### src/rtl/ifu_pkg.sv
// rtl/ifu_pkg.sv - shared encodings and constants for the instruction fetch unit
package ifu_pkg;

  // Redirect request kinds issued by decode
  typedef enum logic [1:0] {
    REDIR_NONE = 2'b00,
    REDIR_BR   = 2'b01,
    REDIR_J    = 2'b10,
    REDIR_JR   = 2'b11
  } redir_op_e;

  // Instruction memory base byte address and depth in words
  localparam logic [31:0] IM_BASE          = 32'h0000_3000;
  localparam int          IM_WORDS_DEFAULT = 1024;

endpackage

### src/rtl/ifu_npc.sv
// rtl/ifu_npc.sv - combinational branch / jump / jump-register target calculator
module ifu_npc
  import ifu_pkg::*;
(
  input  logic [1:0]  redir_op,
  input  logic [31:0] redir_pc,
  input  logic [25:0] redir_imm,
  input  logic [31:0] redir_reg,
  output logic [31:0] target
);

  logic [31:0] seq;

  // No delay slot: every target is relative to the instruction after the redirecting one
  assign seq = redir_pc + 32'd4;

  // Select the target for the requested redirect kind; wraps at 32 bits
  always_comb begin
    target = seq;
    case (redir_op_e'(redir_op))
      REDIR_BR: target = seq + {{14{redir_imm[15]}}, redir_imm[15:0], 2'b00};
      REDIR_J:  target = {seq[31:28], redir_imm, 2'b00};
      REDIR_JR: target = redir_reg;
      default:  target = seq;
    endcase
  end

endmodule

### src/rtl/ifu.sv
// rtl/ifu.sv - instruction fetch unit: PC, window check, output register, fault flag
module ifu
  import ifu_pkg::*;
#(
  parameter logic [31:0] RESET_PC = IM_BASE,
  parameter int          IM_WORDS = IM_WORDS_DEFAULT
) (
  input  logic        clk,
  input  logic        reset,
  output logic [31:0] imem_addr,
  input  logic [31:0] imem_instr,
  output logic        id_valid,
  input  logic        id_ready,
  output logic [31:0] id_instr,
  output logic [31:0] id_pc,
  input  logic [1:0]  redir_op,
  input  logic [31:0] redir_pc,
  input  logic [25:0] redir_imm,
  input  logic [31:0] redir_reg,
  output logic        fault
);

  localparam logic [31:0] WIN_BYTES = 32'(4 * IM_WORDS);

  logic [31:0] pc_q, pc_d;
  logic [31:0] instr_q, instr_d;
  logic [31:0] id_pc_q, id_pc_d;
  logic        valid_q, valid_d;
  logic        fault_q, fault_d;

  logic [31:0] target;
  logic [31:0] pc_off;
  logic        addr_bad;
  logic        redirect;
  logic        accept;

  ifu_npc u_npc (
    .redir_op  (redir_op),
    .redir_pc  (redir_pc),
    .redir_imm (redir_imm),
    .redir_reg (redir_reg),
    .target    (target)
  );

  // Offset is unsigned, so a pc below the base also wraps to a huge offset
  assign pc_off   = pc_q - RESET_PC;
  assign addr_bad = (pc_q[1:0] != 2'b00) || (pc_q < RESET_PC) || (pc_off >= WIN_BYTES);
  assign redirect = (redir_op != REDIR_NONE);
  assign accept   = valid_q && id_ready;

  // Next state: redirect beats fault beats window error beats load beats stall
  always_comb begin
    pc_d    = pc_q;
    instr_d = instr_q;
    id_pc_d = id_pc_q;
    valid_d = valid_q;
    fault_d = fault_q;
    if (redirect) begin
      pc_d    = target;
      valid_d = 1'b0;
    end else if (fault_q) begin
      if (accept) valid_d = 1'b0;
    end else if (addr_bad) begin
      fault_d = 1'b1;
      if (accept) valid_d = 1'b0;
    end else if (!valid_q || id_ready) begin
      instr_d = imem_instr;
      id_pc_d = pc_q;
      valid_d = 1'b1;
      pc_d    = pc_q + 32'd4;
    end
  end

  // State registers with synchronous reset
  always_ff @(posedge clk) begin
    if (reset) begin
      pc_q    <= RESET_PC;
      instr_q <= '0;
      id_pc_q <= '0;
      valid_q <= 1'b0;
      fault_q <= 1'b0;
    end else begin
      pc_q    <= pc_d;
      instr_q <= instr_d;
      id_pc_q <= id_pc_d;
      valid_q <= valid_d;
      fault_q <= fault_d;
    end
  end

  assign imem_addr = pc_q;
  assign id_valid  = valid_q;
  assign id_instr  = instr_q;
  assign id_pc     = id_pc_q;
  assign fault     = fault_q;

endmodule
### config.mk
export PLATFORM = sky130hd
export DESIGN_NAME = ifu
export DESIGN_NICKNAME = d
export VERILOG_FILES = /design/src/rtl/ifu_pkg.sv /design/src/rtl/ifu_npc.sv /design/src/rtl/ifu.sv
export SDC_FILE = /design/constraint.sdc
export NUM_CORES = 1
export LEC_CHECK = 0
export ABC_AREA = 1
export CORE_MARGIN = 4
export CORE_UTILIZATION = 50
export CTS_CLUSTER_SIZE = 16
export DETAILED_ROUTE_END_ITERATION = 8
export PLACE_DENSITY = 0.85
export SLEW_MARGIN = 15
export SYNTH_ARGS = -nofsm -noshare
export SYNTH_HDL_FRONTEND = slang
export SYNTH_SLANG_ARGS = --single-unit
export TNS_END_PERCENT = 5
### constraint.sdc
create_clock -name clk -period 7.4 [get_ports clk]
set_input_delay 1.11 -clock clk [delete_from_list [all_inputs] [get_ports clk]]
set_output_delay 1.11 -clock clk [all_outputs]
set_load 0.02 [all_outputs]
* Word-level counts from Yosys, hierarchy flattened *
Cells that the tools add are included.

word-level totals
  bits in registers = 98
  input port bits = 127

cells by class
  $add $sub $neg = 4
  order comparisons = 2
  equality and inequality tests = 5
  muxes and demuxes = 11
  bitwise logic cells = 3
  reductions and logical operators = 12

operators by type and width
  cell                    count
  $mux 32                 4
  $pmux 32 s3             1
  $add 32x3->32 const B   2
  $add 32x32->32          1
  $ge 32x13->1 const B    1
  $lt 32x14->1 const B    1
  $sub 32x14->32 const B  1
  $mux 1                  6
  $reduce_bool 2->1       3
  $eq 2x2->1 const B      2
  $ne 2x1->1 const B      2
  $reduce_and 4->1        1
  $logic_or 1x1->1        3
  $not 1->1               3
  $reduce_and 3->1        1
  $reduce_bool 3->1       1
  $eq 2x1->1 const B      1
  $reduce_or 2->1         1
  $logic_and 1x1->1       1
  $logic_not 1->1         1

* Longest topological paths before layout *
  depth in word-level cells = 6
  gate-level depth with buffers = 26

* Hierarchy *
A second synthesis with hierarchy kept.

unflattened totals
  cell total of the unflattened synthesis = 1352
  area, all modules = 7958.9 µm²

by module, submodules not included
  module   instances  cells an instance  area an instance (µm²)
  ifu      1          649                4335.4
  ifu_npc  1          703                3623.5

* Worst setup path after synthesis *
Ideal clock, no wire load.

  kind = input to register
  from = in redir_pc[2]
  to = reg pc_q[28], in the netlist imem_addr[28]
  arrival = 3.409 ns
  setup slack = 3.882 ns
  stages on the path = 20
  path buffers = 0
  cells stage by stage = inv_1 > nor2_1 > nand2_1 > inv_1 > nand2_1 > nor4_1 > nand2_1 > xor2_1 > inv_1 > ha_1 > nand2_1 > nor2_1 > nor3b_1 > nand3_1 > nand3_1 > nand2_1 > nand3_1 > nand3_1 > nand2_1 > inv_1

between the ends
  cells in the longest elaborated chain, start to end = 4

ends and longest elaborated chain
  element                 RTL line       source
  start: declaration      ifu.sv:17      input logic [31:0] redir_pc,
  $add 32x3->32 (*)       ifu_npc.sv:15  assign seq = redir_pc + 32'd4;
  $add 32x32->32          ifu_npc.sv:21  REDIR_BR: target = seq + {{14{redir_imm[15]}}, redir_imm[15:0], 2'b00};
  $pmux 32 s3 (*)         ifu_npc.sv:20  case (redir_op_e'(redir_op))
  $mux 32 (*)             ifu.sv:58      if (redirect) begin
  end signal: assignment  ifu.sv:83      pc_q <= pc_d;
  end: declaration        ifu.sv:25      logic [31:0] pc_q, pc_d;

Every way passes the cells marked *; elsewhere a longest branch is shown, timed or not.
A chain may end at the register's enable or synchronous reset.

* Worst setup path in the final report *
Same ends and word-level chain as after synthesis.

==> out/results.tsv <==
stage	metric	value	unit
logic_synthesis	synth_edf_count	0	
critical_path	r2r_slack	4.59	ns
clock_tree	cts_sinks	98	
power	p_switching	0.0005185	W
sta	layout_min_cycle_time	4.404	ns
detailed_routing	drt_iter0_drc	742	
clock_tree	max-clock-path-buffers	2	
sta	relSlewSlack	33.65	%
logic_synthesis	synthCells	1225	
logic_synthesis	async_flop_share	0	%
sta	setup_tns	0	ns
outcome	outcome	complete, no violations	
grt	grt_max_degree	86	
logic_synthesis	ys_seq_area_share	26.30	%
clock_tree	h-tree-depth	3	
power	p_sw_share	34.69	%
clock_tree	clock-root-buffer	clkbuf_16	
critical_path	end_kind	flip-flop	
power	p_seq_share	37.9	%
critical_path	timing.rr.end	id_instr[11]	
placement	routabilityCongestion	1.033	
detailed_routing	wl	25.66	mm
logic_synthesis	syn_area	7458	um2
detailed_routing	vias	8633	
floorplanning	start_util	51.12	%
logic_synthesis	syn_avg_cell_area	6.088	um2
logic_synthesis	synth_area_leaders	dfxtp_1 26%, nand2_1 16%, nor2_1 9.2%, inv_1 8.6%, nand3_1 7.7%	
cells_and_area	final_net_count	1594	
detailed_routing	drc	0	
worst_hold_path	hp-class	reg -> reg	
grt	grt_pass1_wl	39.74	mm
placement	portBuffers	224	
detailed_routing	ant_nets	0	
floorplanning	die_area	16940	um2
placement	dp_hpwl	20.29	mm
cells_and_area	syn_to_final_growth	34.69	%
clock_tree	path_clk_slew	0.08	ns
logic_synthesis	yosys.area.top_type	dfxtp_1	
grt	grt_usage	29.27	%
cells_and_area	layout.area.seq	1962	um2
detailed_routing	routedWlPerCell	15.86	um
placement	postPlaceCellArea	9739	um2
cells_and_area	multiInputGateArea	4631	um2
power	powerDensity	148.8	nW/um2
detailed_routing	avgViaCountPerCell	5.336	
critical_path	critPathArrivalTime	4.66	ns
worst_hold_path	hp-start	id_pc[24]	
clock_tree	cts_setup_buffers	0	
power	combPwrFrac	30.3	%
logic_synthesis	yosysTopAreaCellShare	26.30	%
cells_and_area	antennaDiodeCount	0	
logic_synthesis	ys.flop_type	dfxtp_1	
clock_tree	cts-resized-gates	0	
clock_tree	cts_hold_buf	0	
cells_and_area	final_area	10050	um2
critical_path	path_class	in -> reg	
power	p_int	0.0009761	W
power	finalPower	0.001495	W
sta	grt_setup_unrepaired	no	
logic_synthesis	yosysUniqueCellTypes	39	
logic_synthesis	yosys_warnings	0	
grt	antenna_found_initial	0	
clock_tree	cts_tree	built	
sta	slew_viol_final	0	
sta	setup_viol	0	
sta	worst_pin_slew	0.9892	ns
grt	grt_overflow	0	
grt	grt_pass1_vias	8197	
power	ir_drop	0.1623	mV
critical_path	crit_fanout	5	
floorplanning	die_h	130.1	um
critical_path	r2r-start	imem_addr[22]	
floorplanning	fp.dieW	130.1	um
floorplanning	core	14590	um2
logic_synthesis	synth_commonest_cells	314 x nand2_1, 183 x nor2_1, 170 x inv_1	
flow_run	maxCapViolCount	0	
critical_path	cp.required	7.66	ns
power	cellLeakagePower	4.875	nW
cells_and_area	fillers	1295	
floorplanning	row_count	44	
sta	skew	0.01602	ns
sta	hold_viol_final	0	
cells_and_area	layout-drive-gt1-share	3.626	%
sta	finalCritPeriodShare	59.51	%
detailed_routing	firstDrtPassIters	5	
critical_path	rr_worst_depth	12	
clock_tree	clock_latency	0.35	ns
floorplanning	ios	225	
power	pwr-share-clk	31.8	%
worst_hold_path	hold-path-endpoint	id_pc[24]	
logic_synthesis	synth.most_common_cell	nand2_1	
sta	timing.fmax	227.1	MHz
critical_path	startpoint_type	input pin	
clock_tree	cts_buffers	9	
logic_synthesis	synth-seq-cells	98	
logic_synthesis	synth_fp_nets	1390	
worst_hold_path	min_path_cells	2	
==> per-stage QoR <==
step	cells	utilization, %	hold slack, ns	worst slack, ns
2_1_floorplan	1225	-	0.5297	3.882
3_3_place_gp	1602	66.76	0.4422	2.757
3_5_place_dp	1602	66.76	0.4465	2.696
4_1_cts	1618	68.86	0.4592	3.046
5_1_grt	1618	68.86	0.4788	2.604
6_report	1618	68.86	0.4595	2.996
==> sequential cells by signal (all words and copies together), names as in the netlist <==
register / count
id_instr: 32
id_pc: 32
imem_addr: 32
fault: 1
id_valid: 1
==> critical path, stage by stage <==
cell and delay, ns:
clkdlybuf4s50_1 0.51, inv_1 0.09, nor2_1 0.22, nand2_1 0.15
inv_1 0.09, nand2_1 0.09, nor4_1 0.56, nand2_1 0.14
xor2_1 0.16, inv_1 0.05, ha_1 0.36, nand2_1 0.11
nor2_1 0.14, nor3b_1 0.28, nand3_1 0.16, nand3_1 0.10
nand2_1 0.05, nand3_1 0.07, nand3_1 0.09, nand2_1 0.08
inv_1 0.04
==> layout by cell type, fill, tap and decap left out, drive strengths merged, types with 3 or more instances in the layout <==
cell type,count
nor2,204
nand2,319
nor4,3
o21bai,5
xor2,20
o21ai,79
buf,3
nand3,116
nor3,14
dfxtp,98
o21a,6
a21oi,48
inv,174
clkinv,6
a22o,8
clkdlybuf4s50,224
nand4,17
or2,3
a221oi,5
ha,37
xnor2,14
nand3b,7
clkbuf,9
and2,5
==> metal layers <==
| metal | GRT usage (%) | part of all wire [%] |
|---|---|---|
| met4 | 9.597 | 3.0 |
| met1 | 37.64 | 41 |
| met5 | 0 | 0 |
| met3 | 7.041 | 9.8 |
| met2 | 48.31 | 46 |
==> logic make-up after synthesis <==
group / count (synthesis) / synth area share, %
AO/OA/AOI/OAI: 158 / 11.89
flip-flops: 98 / 26.30
AND/OR/NAND/NOR: 690 / 39.72
buffers and inverters: 207 / 11.61
adder cells (fa/ha/maj): 38 / 6.475
XOR/XNOR: 34 / 3.993
==> power by group through the flow <==
stage / Sequential, W / Combinational (W) / Clock, W
final: 0.000567 / 0.000453 / 0.000475
after global routing: 0.000569 / 0.000501 / 0.000498
after CTS: 0.000566 / 0.000447 / 0.000477
after detailed placement: 0.000578 / 0.000444 / 0
after global placement: 0.000578 / 0.000438 / 0
after floorplan: 0.000593 / 0.000240 / 0
==> layout make-up <==
type,instances,area share [%]
Timing Repair Buffer,227,22.54
Sequential cell,98,19.53
Clock inverter,7,0.8096
Multi-Input combinational cell,920,46.10
Inverter,173,6.489
Clock buffer,9,2.242
Tap cell,184,2.292
==> worst max-delay path by stage <==
| stage | from | end | cells past startpoint |
|---|---|---|---|
| 5_1_grt | redir_pc[2] | imem_addr[21] | 22 |
| 2_1_floorplan | redir_pc[2] | imem_addr[28] | 20 |
| 3_5_place_dp | redir_pc[2] | imem_addr[28] | 21 |
| 6_report | redir_pc[2] | imem_addr[28] | 21 |
| 3_3_place_gp | redir_pc[2] | imem_addr[21] | 23 |
| 4_1_cts | redir_pc[2] | imem_addr[28] | 21 |
Power figures use the tool's default switching activity.
